[config.mk]
export PLATFORM = sky130hd
export DESIGN_NAME = multicycle_control_unit
export DESIGN_NICKNAME = d
export VERILOG_FILES = /design/src/rtl/control_pkg.sv /design/src/rtl/mem_wait_timer.sv /design/src/rtl/multicycle_control_unit.sv
export SDC_FILE = /design/constraint.sdc
export NUM_CORES = 1
export LEC_CHECK = 0
export BUFFER_PORTS_ARGS = -buffer_cell sky130_fd_sc_hd__buf_2
export CAP_MARGIN = 20
export CORE_MARGIN = 2
export CORE_UTILIZATION = 57
export DETAILED_ROUTE_END_ITERATION = 7
export GPL_ROUTABILITY_DRIVEN = 0
export PLACE_DENSITY = 0.85
export SYNTH_ARGS = -nofsm -noshare
export SYNTH_HDL_FRONTEND = slang
export SYNTH_SLANG_ARGS = --single-unit
[constraint.sdc]
create_clock -name clk -period 3.7 [get_ports clk]
set_input_delay 0.37 -clock clk [delete_from_list [all_inputs] [get_ports clk]]
set_output_delay 0.37 -clock clk [all_outputs]
set_load 0.02 [all_outputs]
[src/rtl/control_pkg.sv]
// Shared encodings for the multi-cycle MIPS control unit: opcodes, ALU ops,
// datapath mux selects, trap causes, FSM states and the control bundle.
package control_pkg;

  localparam logic [5:0] ALU_R      = 6'h00;
  localparam logic [5:0] ADDI       = 6'h08;
  localparam logic [5:0] BRANCH_EQ  = 6'h04;
  localparam logic [5:0] JUMP       = 6'h02;
  localparam logic [5:0] LOAD_WORD  = 6'h23;
  localparam logic [5:0] STORE_WORD = 6'h2B;

  localparam logic [1:0] ADD    = 2'd0;
  localparam logic [1:0] SUB    = 2'd1;
  localparam logic [1:0] R_TYPE = 2'd2;

  localparam logic [1:0] PC_SRC_ALU    = 2'd0;
  localparam logic [1:0] PC_SRC_ALUOUT = 2'd1;
  localparam logic [1:0] PC_SRC_JUMP   = 2'd2;

  localparam logic [1:0] SRC_B_REG     = 2'd0;
  localparam logic [1:0] SRC_B_FOUR    = 2'd1;
  localparam logic [1:0] SRC_B_IMM     = 2'd2;
  localparam logic [1:0] SRC_B_IMM_SH2 = 2'd3;

  typedef enum logic [1:0] {
    CAUSE_NONE    = 2'd0,
    CAUSE_ILLEGAL = 2'd1,
    CAUSE_TIMEOUT = 2'd2
  } trap_cause_e;

  typedef enum logic [3:0] {
    S_FETCH_IDLE = 4'd0,
    S_FETCH      = 4'd1,
    S_DECODE     = 4'd2,
    S_EXEC       = 4'd3,
    S_ALU_WB     = 4'd4,
    S_ADDI_EX    = 4'd5,
    S_ADDI_WB    = 4'd6,
    S_BRANCH     = 4'd7,
    S_JUMP       = 4'd8,
    S_MEM_ADDR   = 4'd9,
    S_MEM_RD     = 4'd10,
    S_MEM_WB     = 4'd11,
    S_MEM_WR     = 4'd12,
    S_TRAP       = 4'd13
  } state_e;

  typedef struct packed {
    logic       mem_read;
    logic       mem_write;
    logic       i_or_d;
    logic       ir_write;
    logic       pc_write;
    logic       pc_write_cond;
    logic [1:0] pc_source;
    logic [1:0] alu_op;
    logic       alu_src_a;
    logic [1:0] alu_src_b;
    logic       reg_dst;
    logic       mem_2_reg;
    logic       reg_write;
    logic       instr_done;
    logic       trap;
  } ctrl_t;

  // States that hold a memory request open and are guarded by the wait timer.
  function automatic logic is_mem_state(state_e s);
    return s inside {S_FETCH, S_MEM_RD, S_MEM_WR};
  endfunction

endpackage

[src/rtl/mem_wait_timer.sv]
// Saturating wait-state counter for one memory access; flags when the count
// reaches MEM_TIMEOUT.
module mem_wait_timer #(
  parameter int CNT_W       = 8,
  parameter int MEM_TIMEOUT = 16
) (
  input  logic clk_i,
  input  logic rst_n_i,
  input  logic clr_i,
  input  logic en_i,
  output logic timeout_o
);

  logic [CNT_W-1:0] cnt_q, cnt_d;

  always_comb begin
    cnt_d = cnt_q;
    if (clr_i) begin
      cnt_d = '0;
    end else if (en_i && (cnt_q != '1)) begin
      cnt_d = cnt_q + CNT_W'(1);
    end
  end

  always_ff @(posedge clk_i) begin
    if (!rst_n_i) begin
      cnt_q <= '0;
    end else begin
      cnt_q <= cnt_d;
    end
  end

  assign timeout_o = (cnt_q == CNT_W'(MEM_TIMEOUT));

endmodule

[src/rtl/multicycle_control_unit.sv]
// Multi-cycle MIPS control FSM: sequences R-type/ADDI/BEQ/J/LW/SW over a shared
// ALU and unified memory, with wait-state timeout and a sticky trap.
module multicycle_control_unit
  import control_pkg::*;
#(
  parameter int OPCODE_W    = 6,
  parameter int ALU_OP_W    = 2,
  parameter int MEM_TIMEOUT = 16,
  parameter int CNT_W       = 8
) (
  input  logic                clk,
  input  logic                arst_n,
  input  logic                en,
  input  logic [OPCODE_W-1:0] opcode,
  input  logic                mem_ready,
  output logic                mem_read,
  output logic                mem_write,
  output logic                i_or_d,
  output logic                ir_write,
  output logic                pc_write,
  output logic                pc_write_cond,
  output logic [1:0]          pc_source,
  output logic [ALU_OP_W-1:0] alu_op,
  output logic                alu_src_a,
  output logic [1:0]          alu_src_b,
  output logic                reg_dst,
  output logic                mem_2_reg,
  output logic                reg_write,
  output logic                instr_done,
  output logic                trap,
  output logic [1:0]          trap_cause,
  output state_e              state_o
);

  state_e      state_q, state_d;
  trap_cause_e cause_q, cause_d;
  ctrl_t       ctrl, ctrl_out;
  logic        in_mem, timeout;

  // Memory handshake: mem_read/mem_write stay high every cycle of a memory
  // state; the access completes in the cycle mem_ready is sampled high.
  assign in_mem = is_mem_state(state_q);

  mem_wait_timer #(
    .CNT_W      (CNT_W),
    .MEM_TIMEOUT(MEM_TIMEOUT)
  ) u_wait_timer (
    .clk_i    (clk),
    .rst_n_i  (arst_n),
    .clr_i    (!in_mem || mem_ready),
    .en_i     (in_mem && !mem_ready),
    .timeout_o(timeout)
  );

  always_ff @(posedge clk) begin
    if (!arst_n) begin
      state_q <= S_FETCH_IDLE;
      cause_q <= CAUSE_NONE;
    end else begin
      state_q <= state_d;
      cause_q <= cause_d;
    end
  end

  always_comb begin
    state_d = state_q;
    cause_d = cause_q;
    ctrl    = '0;
    unique case (state_q)
      S_FETCH_IDLE: begin
        if (en) state_d = S_FETCH;
      end
      S_FETCH: begin
        ctrl.mem_read  = 1'b1;
        ctrl.alu_src_b = SRC_B_FOUR;
        ctrl.alu_op    = ADD;
        ctrl.pc_source = PC_SRC_ALU;
        ctrl.ir_write  = mem_ready;
        ctrl.pc_write  = mem_ready;
        if (mem_ready) begin
          state_d = S_DECODE;
        end else if (timeout) begin
          state_d = S_TRAP;
          cause_d = CAUSE_TIMEOUT;
        end
      end
      S_DECODE: begin
        // Branch target is precomputed into ALUOut while the opcode is decoded.
        ctrl.alu_src_b = SRC_B_IMM_SH2;
        ctrl.alu_op    = ADD;
        if (opcode == OPCODE_W'(ALU_R)) begin
          state_d = S_EXEC;
        end else if (opcode == OPCODE_W'(ADDI)) begin
          state_d = S_ADDI_EX;
        end else if (opcode == OPCODE_W'(BRANCH_EQ)) begin
          state_d = S_BRANCH;
        end else if (opcode == OPCODE_W'(JUMP)) begin
          state_d = S_JUMP;
        end else if ((opcode == OPCODE_W'(LOAD_WORD)) || (opcode == OPCODE_W'(STORE_WORD))) begin
          state_d = S_MEM_ADDR;
        end else begin
          state_d = S_TRAP;
          cause_d = CAUSE_ILLEGAL;
        end
      end
      S_EXEC: begin
        ctrl.alu_src_a = 1'b1;
        ctrl.alu_src_b = SRC_B_REG;
        ctrl.alu_op    = R_TYPE;
        state_d        = S_ALU_WB;
      end
      S_ALU_WB: begin
        ctrl.reg_dst    = 1'b1;
        ctrl.reg_write  = 1'b1;
        ctrl.instr_done = 1'b1;
        state_d         = S_FETCH_IDLE;
      end
      S_ADDI_EX: begin
        ctrl.alu_src_a = 1'b1;
        ctrl.alu_src_b = SRC_B_IMM;
        ctrl.alu_op    = ADD;
        state_d        = S_ADDI_WB;
      end
      S_ADDI_WB: begin
        ctrl.reg_write  = 1'b1;
        ctrl.instr_done = 1'b1;
        state_d         = S_FETCH_IDLE;
      end
      S_BRANCH: begin
        ctrl.alu_src_a     = 1'b1;
        ctrl.alu_src_b     = SRC_B_REG;
        ctrl.alu_op        = SUB;
        ctrl.pc_write_cond = 1'b1;
        ctrl.pc_source     = PC_SRC_ALUOUT;
        ctrl.instr_done    = 1'b1;
        state_d            = S_FETCH_IDLE;
      end
      S_JUMP: begin
        ctrl.pc_write   = 1'b1;
        ctrl.pc_source  = PC_SRC_JUMP;
        ctrl.instr_done = 1'b1;
        state_d         = S_FETCH_IDLE;
      end
      S_MEM_ADDR: begin
        ctrl.alu_src_a = 1'b1;
        ctrl.alu_src_b = SRC_B_IMM;
        ctrl.alu_op    = ADD;
        state_d = (opcode == OPCODE_W'(LOAD_WORD)) ? S_MEM_RD : S_MEM_WR;
      end
      S_MEM_RD: begin
        ctrl.mem_read = 1'b1;
        ctrl.i_or_d   = 1'b1;
        if (mem_ready) begin
          state_d = S_MEM_WB;
        end else if (timeout) begin
          state_d = S_TRAP;
          cause_d = CAUSE_TIMEOUT;
        end
      end
      S_MEM_WB: begin
        ctrl.mem_2_reg  = 1'b1;
        ctrl.reg_write  = 1'b1;
        ctrl.instr_done = 1'b1;
        state_d         = S_FETCH_IDLE;
      end
      S_MEM_WR: begin
        ctrl.mem_write  = 1'b1;
        ctrl.i_or_d     = 1'b1;
        ctrl.instr_done = mem_ready;
        if (mem_ready) begin
          state_d = S_FETCH_IDLE;
        end else if (timeout) begin
          state_d = S_TRAP;
          cause_d = CAUSE_TIMEOUT;
        end
      end
      S_TRAP: begin
        ctrl.trap = 1'b1;
      end
      default: begin
        state_d = S_FETCH_IDLE;
      end
    endcase
  end

  // Reset is held combinationally over every output, including debug state.
  assign ctrl_out      = arst_n ? ctrl : '0;
  assign mem_read      = ctrl_out.mem_read;
  assign mem_write     = ctrl_out.mem_write;
  assign i_or_d        = ctrl_out.i_or_d;
  assign ir_write      = ctrl_out.ir_write;
  assign pc_write      = ctrl_out.pc_write;
  assign pc_write_cond = ctrl_out.pc_write_cond;
  assign pc_source     = ctrl_out.pc_source;
  assign alu_op        = ALU_OP_W'(ctrl_out.alu_op);
  assign alu_src_a     = ctrl_out.alu_src_a;
  assign alu_src_b     = ctrl_out.alu_src_b;
  assign reg_dst       = ctrl_out.reg_dst;
  assign mem_2_reg     = ctrl_out.mem_2_reg;
  assign reg_write     = ctrl_out.reg_write;
  assign instr_done    = ctrl_out.instr_done;
  assign trap          = ctrl_out.trap;
  assign trap_cause    = arst_n ? cause_q : CAUSE_NONE;
  assign state_o       = arst_n ? state_q : S_FETCH_IDLE;

endmodule

[Word level (Yosys, flattened, before mapping)]
Index checks and enable logic that the tools add are counted.
Word-level totals
  input bits: 10
  bits in registers: 14
  memories: 0
  memory bits (writable): 0
  ROM bits: 0
  logic and storage cells: 92
  latch bits: 0
  output and inout port bits: 24
Cells by class
  div/mod/pow operators: 0
  reductions and logical operators: 20
  mux-type cells: 38
  add/subtract/negate cells: 1
  eq/ne operators: 28
  magnitude comparators: 0
  multipliers: 0
  shift-type cells: 0
  bitwise logic cells: 2
Operators with widths (count)
  2-to-1 mux 4 bit: 10
  one-hot mux 4 bit (9 select lines): 1
  == test 4 bit (second input constant): 6
  2-to-1 mux 18 bit: 1
  == test 4 x 3 -> 1 bit (second input constant): 4
  2-to-1 mux 2 bit: 8
  inequality test 2 bit (second input constant): 7
  == test 6 bit (second input constant): 2
  one-hot mux 2 bit (2 select lines): 3
  2-to-1 mux 1 bit: 10
  adder 8 x 1 -> 8 bit (second input constant): 1
  == test 4 x 2 -> 1 bit (second input constant): 2
  == test 8 x 5 -> 1 bit (second input constant): 1
  inequality test 8 bit (second input constant): 1
  AND reduction 8 bit: 1
  OR reduction 2 bit: 4
  == test 6 x 2 -> 1 bit (second input constant): 1
  == test 6 x 3 -> 1 bit (second input constant): 1
  == test 6 x 4 -> 1 bit (second input constant): 1
  logical NOT 6 bit: 1
  2-to-1 mux 3 bit: 2
  one-hot mux 2 bit (3 select lines): 1
  OR reduction 3 bit: 2
  OR reduction 5 bit: 1
  other kinds (12): 17

[Longest topological paths before layout]
Gate-level depths: netlist of the first run.
  word-level depth: 8
  depth in mapped cells: 7
  depth with buffers taken out: 6

[Hierarchy]
Synthesis of the first run repeated with hierarchy kept, for this count alone.
Unflattened totals
  cell total of the unflattened synthesis: 179
  area total of the unflattened synthesis: 1317.5 um2
By module, submodules not included
  multicycle_control_unit: cells each 126, seq. area each 120.1 um2, times used 1, area an instance 844.6 um2
  mem_wait_timer: cells each 53, seq. area each 160.2 um2, times used 1, area an instance 473.0 um2

[Worst setup path after synthesis of the first run]
OpenSTA, ideal clock, no wires.
  kind: reg2out
  start point: reg state_q[2]
  end point: out alu_op[0]
  data required time: 3330 ps
  setup slack: 1682 ps
  path buffers: 4
  arrival: 1648 ps
  stages on the path, launching flop included: 7
  cell sequence: dfxtp_1 > buf_6 > clkbuf_1 > buf_1 > nand3_1 > nor2_1 > buf_4
On the way
  word-level cells in the longest chain between the ends: 3
  elaborated cells on any way between the ends: 4
  classes of those cells: 2 x eq/ne; 2 x mux
Ends and longest elaborated chain
  start, declared: line multicycle_control_unit.sv:35  | state_e state_q, state_d;
  start signal, assigned: line multicycle_control_unit.sv:60  | state_q <= state_d;
  == test 4 x 3 -> 1 bit / == test 4 x 2 -> 1 bit (equally long branches): line multicycle_control_unit.sv:69  | unique case (state_q)
  one-hot mux 2 bit (2 select lines) *: line multicycle_control_unit.sv:69
  2-to-1 mux 18 bit *: line multicycle_control_unit.sv:187  | assign ctrl_out = arst_n ? ctrl : '0;
  end, declared: line multicycle_control_unit.sv:23  | output logic [ALU_OP_W-1:0] alu_op,
Every way passes the cells marked *; elsewhere a longest branch is shown, timed or not.

[Worst setup path in the final report of the first run]
  start point: reg state_q[2]
  end point: out alu_src_b[1]
On the way
  word-level cells in the longest chain between the ends: 4
  elaborated cells on any way between the ends: 7
  classes of those cells: 4 x eq/ne; 2 x mux; 1 x reduce/logical
Ends and longest elaborated chain
  == test 4 bit / == test 4 x 3 -> 1 bit (equally long branches): line multicycle_control_unit.sv:69
  OR reduction 2 bit (no source line)
  one-hot mux 2 bit (3 select lines) *: line multicycle_control_unit.sv:69
  2-to-1 mux 18 bit *: line multicycle_control_unit.sv:187
  end, declared: line multicycle_control_unit.sv:25  | output logic [1:0] alu_src_b,
Marks and branches as above.

==> results.md, run 1 <==
* Status: complete, no violations
* Antenna viol nets, final at 0
* CTS tree: done
* Initial DRC Count at 58
* Yosys warning count at 0
* Sequential area share after synthesis at a little over a fifth
* Slew @ Worst Pin at roughly 850 ps
* Gr ovfl total at 0
* Initial antenna violation count at 0
* Count of cell types in the netlist at 51
* Crit Path Class: flop to primary output
* Final setup vio count at 0
* Post-synth top flop: dfxtp_1
* Post-synth top area cell: dfxtp_1
* Critical path cell sequence: nor2b_1 -> a22oi_1 -> o21ai_0 -> and2_1 -> buf_2
* Pwr Total at 0.000405 W
* Clock Skew at ~12 ps
* Antenna cells at 0
* Cells after Synth at approximately 180
* Min-Delay Endpoint: state_q[2]$_SDFFE_PN0P_
* Mapped Nets at ~190
* Post-Layout Cell Count at 230
* Worst r2r path cells at 4
* Core area at 2190 µm²
* Top Ports at 34
* Layout cell share with drive strength beyond 1 at a little over a fifth
* Die H at 52.1 µm
* HPWL after DPL at about 2.3 mm
* Reg2reg setup slack at between 1000 and 1500 ps
* Htree depth at 1
* Drt wl/cell at around 14 µm
* Die Span X at ~52 µm
* CP delay by family, top: flip-flops
* Max-slew violation count at 0
* Post-CTS sizing at 0
* Hold Crit Depth at 3
* DR vias/cell at just over 6
* Max Root-Sink Buffers at 2
* Final Hold Vio Count at 0
* Crit. End Element: primary output
* DIE AREA at roughly 2700 µm²
* Worst hold start: opcode[4]
* Max_cap viols at 0
* Hold Slack at approximately 510 ps
* RSZ-0062 raised after global routing: false
* Row count at 17
* Clock latency on the worst-skew pair at approximately 290 ps
* Final Cycle Share at between 60% and 70%
* Post-synth EDFFs at 0
* Cell area after synthesis at approximately 1300 µm²
* Port bufs at 33
* Post-layout util at between 60% and 70%
* Layout Area Growth over Synthesis at 12.4%
* Setup TNS at 0 ps
* Maximum clock frequency at just over 400 MHz
* Nets at between 200 and 250
* Worst min path class: input port to flop
* Pwr/cell area at around 270 nW/µm²
* Rel. slew slack at around 43%
* First-pass GRT wire length at about 5.1 mm
* Number of buffers created by CTS at 3
* Pin count of the biggest net entering global routing at 27
* Setup Buffers After CTS at 0
* Number of global-route vias before repair at roughly 1200
* Asr flop ratio synth at 0%
* 1st-pass router iterations at 4
* DR DRC count at 0
* Clk sinks at 14
* Most area-consuming cells after synthesis: dfxtp_1 21%, a21oi_1 3.8%, nand2b_1 3.8%, nor2_1 3.7%, nand3_1 3.4%
* Clk pin slew, worst setup/hold paths at about 100 ps
* Final Critical Period at around 2400 ps
* DP Cell Count at ~230
* Synthesized area per cell at roughly 7.4 µm²
* Critical path required time at ~3300 ps
* CP startpoint kind: flop
* CTS Hold Buffers Added at 0
* Crit-path slowest cell: dfxtp_1
* Reg2reg end: u_wait_timer.cnt_q[7]$_SDFFE_PP0P_
* DR vias at 1422
* GRT Total Usage at 24.6%
* Synth Register Bits at 14
* Root buf cell: clkbuf_4
* Worst IR drop on VDD at between 200 and 300 µV
* CP max FO at 26
* Leak at approximately 0.57 nW
* Worst path max stage delay at slightly below 900 ps
* Initial Util at 60.1%
* WL final at 3.25 mm
* Top cell type's share of synthesized area at approximately a fifth
* Buf+Inv Stages, Crit Path at 1
* Crit path DAT at 2060 ps
* RR Startpoint: state_q[3]$_SDFFE_PN0P_
==> layer usage <==
layer	vias up	global-route usage [%]	part of all wire, %
li1	708	-	-
met2	56	38.4	46
met4	0	6.14	0.22
met3	3	4.89	7.1
met5	-	0	0
met1	655	34.4	46
==> registers in the layout (all words and copies together) (netlist names) <==
signal              cells
u_wait_timer.cnt_q      8
state_q                 4
cause_q                 2
==> cell families after synthesis <==
group                      after synthesis  synth area share [%]
AOI/OAI and AO/OA                       42                  21.9
DFF                                     14                  21.3
xor gates and xnor gates                 6                  3.99
adders and majority gates                3                  2.66
muxes                                    3                  2.28
buffers and inverters                   21                  7.60
and+or+nand+nor                         90                  40.3
==> cells in the mapped netlist, drive strengths merged, types with 2 or more instances <==
cell type	n
mux2i	3
ha	2
o32ai	2
nand4	5
and2	7
nand3	9
nor4b	3
a21oi	10
nor2b	4
o21ai	7
nor4	3
nor3b	4
and3	2
a22o	2
o21a	2
xnor2	3
or4	2
clkbuf	7
a22oi	5
a32oi	3
nand2b	8
nor2	13
o22ai	2
or2	2
dfxtp	14
xor2	3
inv	7
buf	7
nand3b	3
nor3	8
nand2	12
o31ai	2
==> worst reg2reg max path: stages, from the launching register on <==
cell     delay (ps)
dfxtp_1         850
nor3b_1         370
a22o_1          390
nand2_2         160
o41ai_1         350
==> worst max path at each step <==
| stage | cells past startpoint | startpoint | slack [ps] | to |
|---|---|---|---|---|
| finish | 5 | state_q[2]$_SDFFE_PN0P_ | 1270 | alu_src_b[1] |
| global route | 5 | state_q[2]$_SDFFE_PN0P_ | 1110 | alu_src_b[1] |
| CTS | 5 | state_q[2]$_SDFFE_PN0P_ | 1290 | alu_src_b[1] |
| detailed placement | 4 | state_q[0]$_SDFFE_PN0P_ | 1540 | u_wait_timer.cnt_q[7]$_SDFFE_PP0P_ |
| global placement | 4 | state_q[0]$_SDFFE_PN0P_ | 1650 | u_wait_timer.cnt_q[7]$_SDFFE_PP0P_ |
| floorplan | 6 | state_q[2]$_SDFFE_PN0P_ | 1680 | alu_op[0] |
==> cells in the final DEF, fill, tap and decap left out, types with 2 or more instances in the layout <==
cell / n
a22oi_1: 4
o22ai_1: 2
nor2b_1: 4
nor3b_1: 4
a32oi_1: 3
o21a_1: 2
nand3b_1: 3
buf_2: 33
nand2_1: 11
dfxtp_1: 14
nor2_1: 13
nor3_1: 8
o21ai_0: 7
inv_1: 7
or2_2: 2
o32ai_1: 2
nand4_1: 5
nand2b_1: 8
nor4_1: 3
clkbuf_4: 3
mux2i_1: 3
xnor2_1: 3
o31ai_1: 2
xor2_1: 3
a21oi_1: 10
a22o_1: 2
and3_1: 2
and2_1: 7
nand3_1: 9
or4_1: 2
nor4b_1: 2
ha_1: 2
==> final cells by class <==
class	count	area, µm²
multi-input combinational	144	936
fill	183	712
sequential	14	280
timing repair buffer	33	165
clock buffer	4	36.3
tap	28	35.0
inverter	7	26.3
==> report_power, final <==
group	switching [W]	internal (W)	leakage (nW)
combinational	0.0000651	0.0000479	0.438
clock	0.0000541	0.0000599	0.0210
sequential	0.0000229	0.000155	0.113
total	0.000142	0.000263	0.572
==> stage by stage <==
step / cell area (µm²) / setup slack, ps
detailed placement: 1440 / 1540
global placement: 1440 / 1650
CTS: 1480 / 1290
floorplan: 1320 / 1680
global route: 1480 / 1110
finish: 1480 / 1270
No activity file was read; power rests on OpenSTA's default activity.
==> inputs of run 2 (changes only) <==
Settings changed: CORE_UTILIZATION 57 to 48, PLACE_DENSITY 0.85 to 0.76.
Clock period 3.7 ns to 2.02 ns, I/O delays scaled along.
==> run 2 against run 1 <==
Net effect:
- first-iteration DRC count is 40% lower
- total power up 91%
- critical endpoint is now pc_write
- sequential share of layout area down 0.89 points
==> results.md, run 2 (synthesis gave the netlist of run 1 again) <==
* Initial antenna violation count at 0 (unchanged)
* Root buf cell: clkbuf_4
* Crit Path Class: flop to primary output
* Leak at 0.626 nW (+9.4%)
* Grt met1 use at 30.2% (-4.2 points)
* Layout cell share with drive strength beyond 1 at 26.9% (+5.1 points)
* WL final at 3.51 mm (+8.0%)
* Largest Register: u_wait_timer.cnt_q
* DR vias/cell at 6.08 (-1.7%)
* GR Util met3 at 4.61% (-0.28 points)
* Final Cell Area at 1570 µm² (+5.8%)
* Max Root-Sink Buffers at 2 (unchanged)
* Clock Skew at 4.70 ps (-7.59 ps)
* Setup crit start: state_q[0]$_SDFFE_PN0P_
* Worst path max stage delay at 490 ps (-400 ps)
* Die Span X at 56.4 µm (+8.3%)
* Clk pin slew, worst setup/hold paths at 80 ps (-20 ps)
* Crit-path slowest cell: dfxtp_1
* Post-Layout Cell Count at 242 (+5.2%)
* Drt wl/cell at 14.5 µm (+2.6%)
* DR DRC count at 0 (unchanged)
* Clock latency on the worst-skew pair at 280 ps (about the same)
* Buf+Inv Stages, Crit Path at 2 (+1)
* Final Cycle Share at between 90% and 100%
* Crit path DAT at 1710 ps (-350 ps)
* Maximum clock frequency at between 500 and 600 MHz
* Critical path cell sequence: buf_4 -> nor2_1 -> and3_1 -> or2_2 -> buf_2
* CP delay by family, top: simple AND/OR/NAND/NOR gates
* Status: complete, no violations
* Worst IR drop on VDD at 469 µV (+65%)
* Number of global-route vias before repair at 1364 (+17%)
* Slew @ Worst Pin at 543 ps (-306 ps)
* Setup slack after layout at 110 ps (-1160 ps)
* Nets at 225 (+4.7%)
* Max-slew violation count at 0 (unchanged)
* Top Ports at 34 (unchanged)
* GRT Total Usage at 22.5% (-2.1 points)
* CTS tree: done
* DR vias at 1471 (+3.4%)
* Rel. slew slack at 63.3% (+20 points)
* Initial Util at 51.7% (-8.4 points)
* Final Hold Vio Count at 0 (unchanged)
* Antenna cells at 0 (unchanged)
* Number of buffers created by CTS at 3 (unchanged)
* CP startpoint kind: flop
* Gr ovfl total at 0 (unchanged)
* Setup TNS at 0 ps (unchanged)
* Critical path required time at 1820 ps (-1510 ps)
* DIE AREA at 3180 µm² (+17%)
* Clk sinks at 14 (unchanged)
* Dpl cell area at 1520 µm² (+5.4%)
* Pin count of the biggest net entering global routing at 26 (-3.7%)
* Commonest non-fill, non-tap cell in the layout: buf_2
* Layout Area Growth over Synthesis at 18.9%
* Htree depth at 1 (unchanged)
* Gr busiest metal: met2
* Worst slack, placed at 223 ps (-1320 ps)
* Die H at 56.4 µm (+8.3%)
* Max_cap viols at 0 (unchanged)
* Regs by FF count: u_wait_timer.cnt_q (8), state_q (4), cause_q (2)
* HPWL after DPL at 2.63 mm (+13%)
* Pwr/cell area at 494 nW/µm² (+80%)
* DP Cell Count at 238 (+5.3%)
* Worst min path class: input port to flop
* Crit. End Element: primary output
* Most frequent cells in the layout: 33 x buf_2, 13 x nor2_1, 12 x dfxtp_1
* CP max FO at 9 (-65%)
* Max FFs per register at 8 (unchanged)
* Final setup vio count at 0 (unchanged)
* 1st-pass router iterations at 4 (unchanged)
* Setup Buffers After CTS at 0 (unchanged)
* GR Util met2 at 36.8% (-1.6 points)
* Port bufs at 33 (unchanged)
* Final Critical Period at around 1900 ps
* RSZ-0062 raised after global routing: false
* Row count at 18 (+1)
* RR Startpoint: u_wait_timer.cnt_q[0]$_SDFFE_PP0P_
* First-pass GRT wire length at 5.94 mm (+16%)
* Initial DRC Count at 35 (-40%)
* Worst hold start: opcode[4]
* Antenna viol nets, final at 0 (unchanged)
* Core area at 2540 µm² (+16%)
[run 2: cell count changes in the layout (fill, tap and decap cells not counted), sizes merged]
cell  change
buf      +10
[run 2: worst min-delay path, stage by stage]
cell     delay (ps)
buf_2           110
o31ai_1          80
a32oi_1         190
[run 2: cell type report]
class | count | area (µm²)
Sequential cell | 14 | 283
Multi-Input combinational cell | 144 | 942
Inverter | 7 | 26.3
Fill cell | 231 | 980
Timing Repair Buffer | 43 | 240
Clock buffer | 4 | 36.3
Tap cell | 30 | 37.5
[run 2: path summary, 6_finish.rpt]
path | to | cells past startpoint | slack, ps
hold / removal | state_q[2]$_SDFFE_PN0P_ | 3 | 350
hold reg to reg | u_wait_timer.cnt_q[5]$_SDFFE_PP0P_ | 2 | 520
setup / recovery | pc_write | 5 | 110
setup reg to reg | state_q[2]$_SDFFE_PN0P_ | 6 | 230
[run 2: power breakdown]
part / total (W) / leakage, nW / internal [W] / switching (W)
registers: 0.000304 / 0.114 / 0.000285 / 0.0000193
clock network: 0.000204 / 0.0210 / 0.000110 / 0.0000940
logic: 0.000265 / 0.491 / 0.000110 / 0.000155
total: 0.000773 / 0.626 / 0.000505 / 0.000268
[run 2: repair_timing]
action                                  4_1_cts  5_1_grt
gates resized for setup                       0        3
endpoints found under the setup margin        0        3
hold buffers                                  0        0
[run 2: per-layer routing]
metal	share of wire (%)	wire length (µm)
met1	45	1580
met2	49	1710
met3	5.7	200
met4	0.34	12
met5	0	0
[run 2: stage by stage]
| stage | hold slack (ps) | util, % | total power [W] |
|---|---|---|---|
| floorplan | 450 | - | 0.000490 |
| global placement | 508 | 59.7 | 0.000559 |
| detailed placement | 504 | 59.7 | 0.000569 |
| CTS | 339 | 61.2 | 0.000770 |
| global route | 381 | 61.5 | 0.000818 |
| finish | 345 | 61.5 | 0.000773 |
==> inputs of run 3 (changes only) <==
Settings changed: RECOVER_POWER set to 50, SLEW_MARGIN set to 20.
Clock period 2.02 ns to 1.7 ns, I/O delays scaled along.
==> run 3 against run 2 <==
Net effect:
- the run now ends with setup timing left
- via count grew 12%
- register-to-register slack worse by 330 ps
- setup slack lost 210 ps
- non-clock buffer count rose by 14
- clock power up 25%
- die area unchanged
- critical path type is now flop to flop
- critical endpoint is now state_q[1]$_SDFFE_PN0P_
==> results.md, run 3 (synthesis gave the netlist of run 1 again) <==
* Status: finished with violations
* Violated checks: setup timing
* Area of the multi-input gates at 1090 µm² (+15%)
* Max Root-Sink Buffers at 2 (unchanged)
* Top Ports at 34 (unchanged)
* 1st-pass router iterations at 5 (+1)
* Final Cycle Share at 106%
* Antenna viol nets, final at 0 (unchanged)
* Critical path required time at 1920 ps (+100 ps)
* Leak at 0.734 nW (+17%)
* Final Critical Period at 1800 ps
* Layout Area Growth over Synthesis at 45.2%
* Crit. End Element: flop
* Pwr/cell area at 565 nW/µm² (+14%)
* Clk sinks at 14 (unchanged)
* Port bufs at 33 (unchanged)
* Reg area at 295 µm² (+4.4%)
* Worst min path class: input port to flop
* HPWL after DPL at 2.64 mm (+0.49%)
* CP startpoint kind: flop
* Max-slew violation count at 0 (unchanged)
* Hold Slack at 284 ps (-61.3 ps)
* Initial Util at 51.7% (unchanged)
* Number of global-route vias before repair at 1508 (+11%)
* Crit Path Class: flop to flop
* CTS tree: done
* Worst IR drop on VDD at 528 µV (+13%)
* Initial DRC Count at 103 (+190%)
* CTS Hold Buffers Added at 0 (unchanged)
* Commonest non-fill, non-tap cell in the layout: buf_2
* Die H at 56.4 µm (unchanged)
* Pin count of the biggest net entering global routing at 26 (unchanged)
* Initial antenna violation count at 0 (unchanged)
* Die Span X at 56.4 µm (unchanged)
* First-pass GRT wire length at 6.51 mm (+9.6%)
* RSZ-0062 raised after global routing: true
* Layout cell share with drive strength beyond 1 at 41.6% (+15 points)
* Number of buffers created by CTS at 3 (unchanged)
* Rel. slew slack at 65.4% (+2.1 points)
* Setup slack after layout at -97.4 ps (-208 ps)
* Post-Layout Cell Count at 256 (+5.8%)
* Reg2reg setup slack at -100 ps (-330 ps)
* Slew @ Worst Pin at 517 ps (-26.3 ps)
* DP Cell Count at 243 (+2.1%)
* Htree depth at 1 (unchanged)
* DR DRC count at 0 (unchanged)
* Gr ovfl total at 0 (unchanged)
* # fillers at 177 (-23%)
* Post-layout util at 75.1% (+14 points)
* Most frequent cells in the layout: 26 x buf_2, 20 x buf_4, 11 x nand2_1
* Antenna cells at 0 (unchanged)
* Pwr Total at 0.00108 W (+40%)
* Nets at 239 (+6.2%)
* Clk pin slew, worst setup/hold paths at 100 ps (+20 ps)
* DR vias at 1644 (+12%)
* Row count at 18 (unchanged)
* Drt wl/cell at 18.5 µm (+27%)
* Maximum clock frequency at about 560 MHz
* Clock Skew at 12.3 ps (+7.57 ps)
* Clock latency on the worst-skew pair at 300 ps (+20 ps)
* Regs by FF count: u_wait_timer.cnt_q (8), state_q (4), cause_q (2)
* Worst slack, placed at 44.8 ps (-178 ps)
* Root buf cell: clkbuf_4
* Max FFs per register at 8 (unchanged)
* Max_cap viols at 0 (unchanged)
* DR vias/cell at 6.42 (+5.6%)
* Final setup vio count at 6 (+6)
* Largest Register: u_wait_timer.cnt_q
* WL final at 4.73 mm (+35%)
* GRT Total Usage at 25.2% (+2.7 points)
* Core area at 2540 µm² (unchanged)
* Final Hold Vio Count at 0 (unchanged)
* CP max FO at 5 (-4)
* DIE AREA at 3180 µm² (unchanged)
* Crit path DAT at 2020 ps (+310 ps)
[run 3: changes by cell type in the layout (fill, tap and decap cells not counted), sizes merged]
cell / change
bufbuf: +1
clkbuf: +2
buf: +11
[run 3: report_power, final]
group | leakage, nW | switching [W] | internal [W]
Sequential | 0.117 | 0.0000212 | 0.000337
Combinational | 0.596 | 0.000250 | 0.000219
Clock | 0.0210 | 0.000123 | 0.000131
Total | 0.734 | 0.000394 | 0.000687
[run 3: layer usage]
metal / GRT usage (%) / wire (µm) / vias to the layer above
met3: 4.84 / 325 / 22
met4: 11.2 / 162 / 0
met1: 30.9 / 1910 / 787
li1: - / - / 756
met2: 42.5 / 2340 / 79
met5: 0 / 0 / -
[run 3: worst paths after layout]
kind / start / end / cells past startpoint
worst max-delay path: state_q[2]$_SDFFE_PN0P_ / state_q[1]$_SDFFE_PN0P_ / 5
worst min-delay path: opcode[4] / state_q[2]$_SDFFE_PN0P_ / 3
worst max register to register: state_q[2]$_SDFFE_PN0P_ / state_q[1]$_SDFFE_PN0P_ / 5
worst min register to register: cause_q[0]$_SDFFE_PN0P_ / cause_q[0]$_SDFFE_PN0P_ / 2
[run 3: cell type report]
cell class	instances	area share (%)
multi-input combinational	144	56.8
timing repair buffer	57	22.5
sequential	14	15.4
tap	30	1.96
clock buffer	4	1.90
inverter	7	1.37
[run 3: metrics by stage]
| step | TNS [ps] | cell area [µm²] |
|---|---|---|
| 3_5_place_dp | 0 | 1570 |
| 4_1_cts | -16.7 | 1770 |
| 6_report | -257 | 1910 |
| 5_1_grt | -809 | 1910 |
| 3_3_place_gp | 0 | 1570 |
| 2_1_floorplan | -37.7 | 1330 |
[run 3: what timing repair did]
item	in CTS	in global routing
gates cloned	1	0
endpoints found under the setup margin	11	20
buffers inserted	8	1
pin swaps	1	9
gates resized for setup	24	32
[run 3: critical path: stages (launching register included)]
cell and delay, ps:
dfxtp_4 390, buf_4 160, or4b_2 690, o21ai_0 180, o21ai_1 130, a21oi_1 170
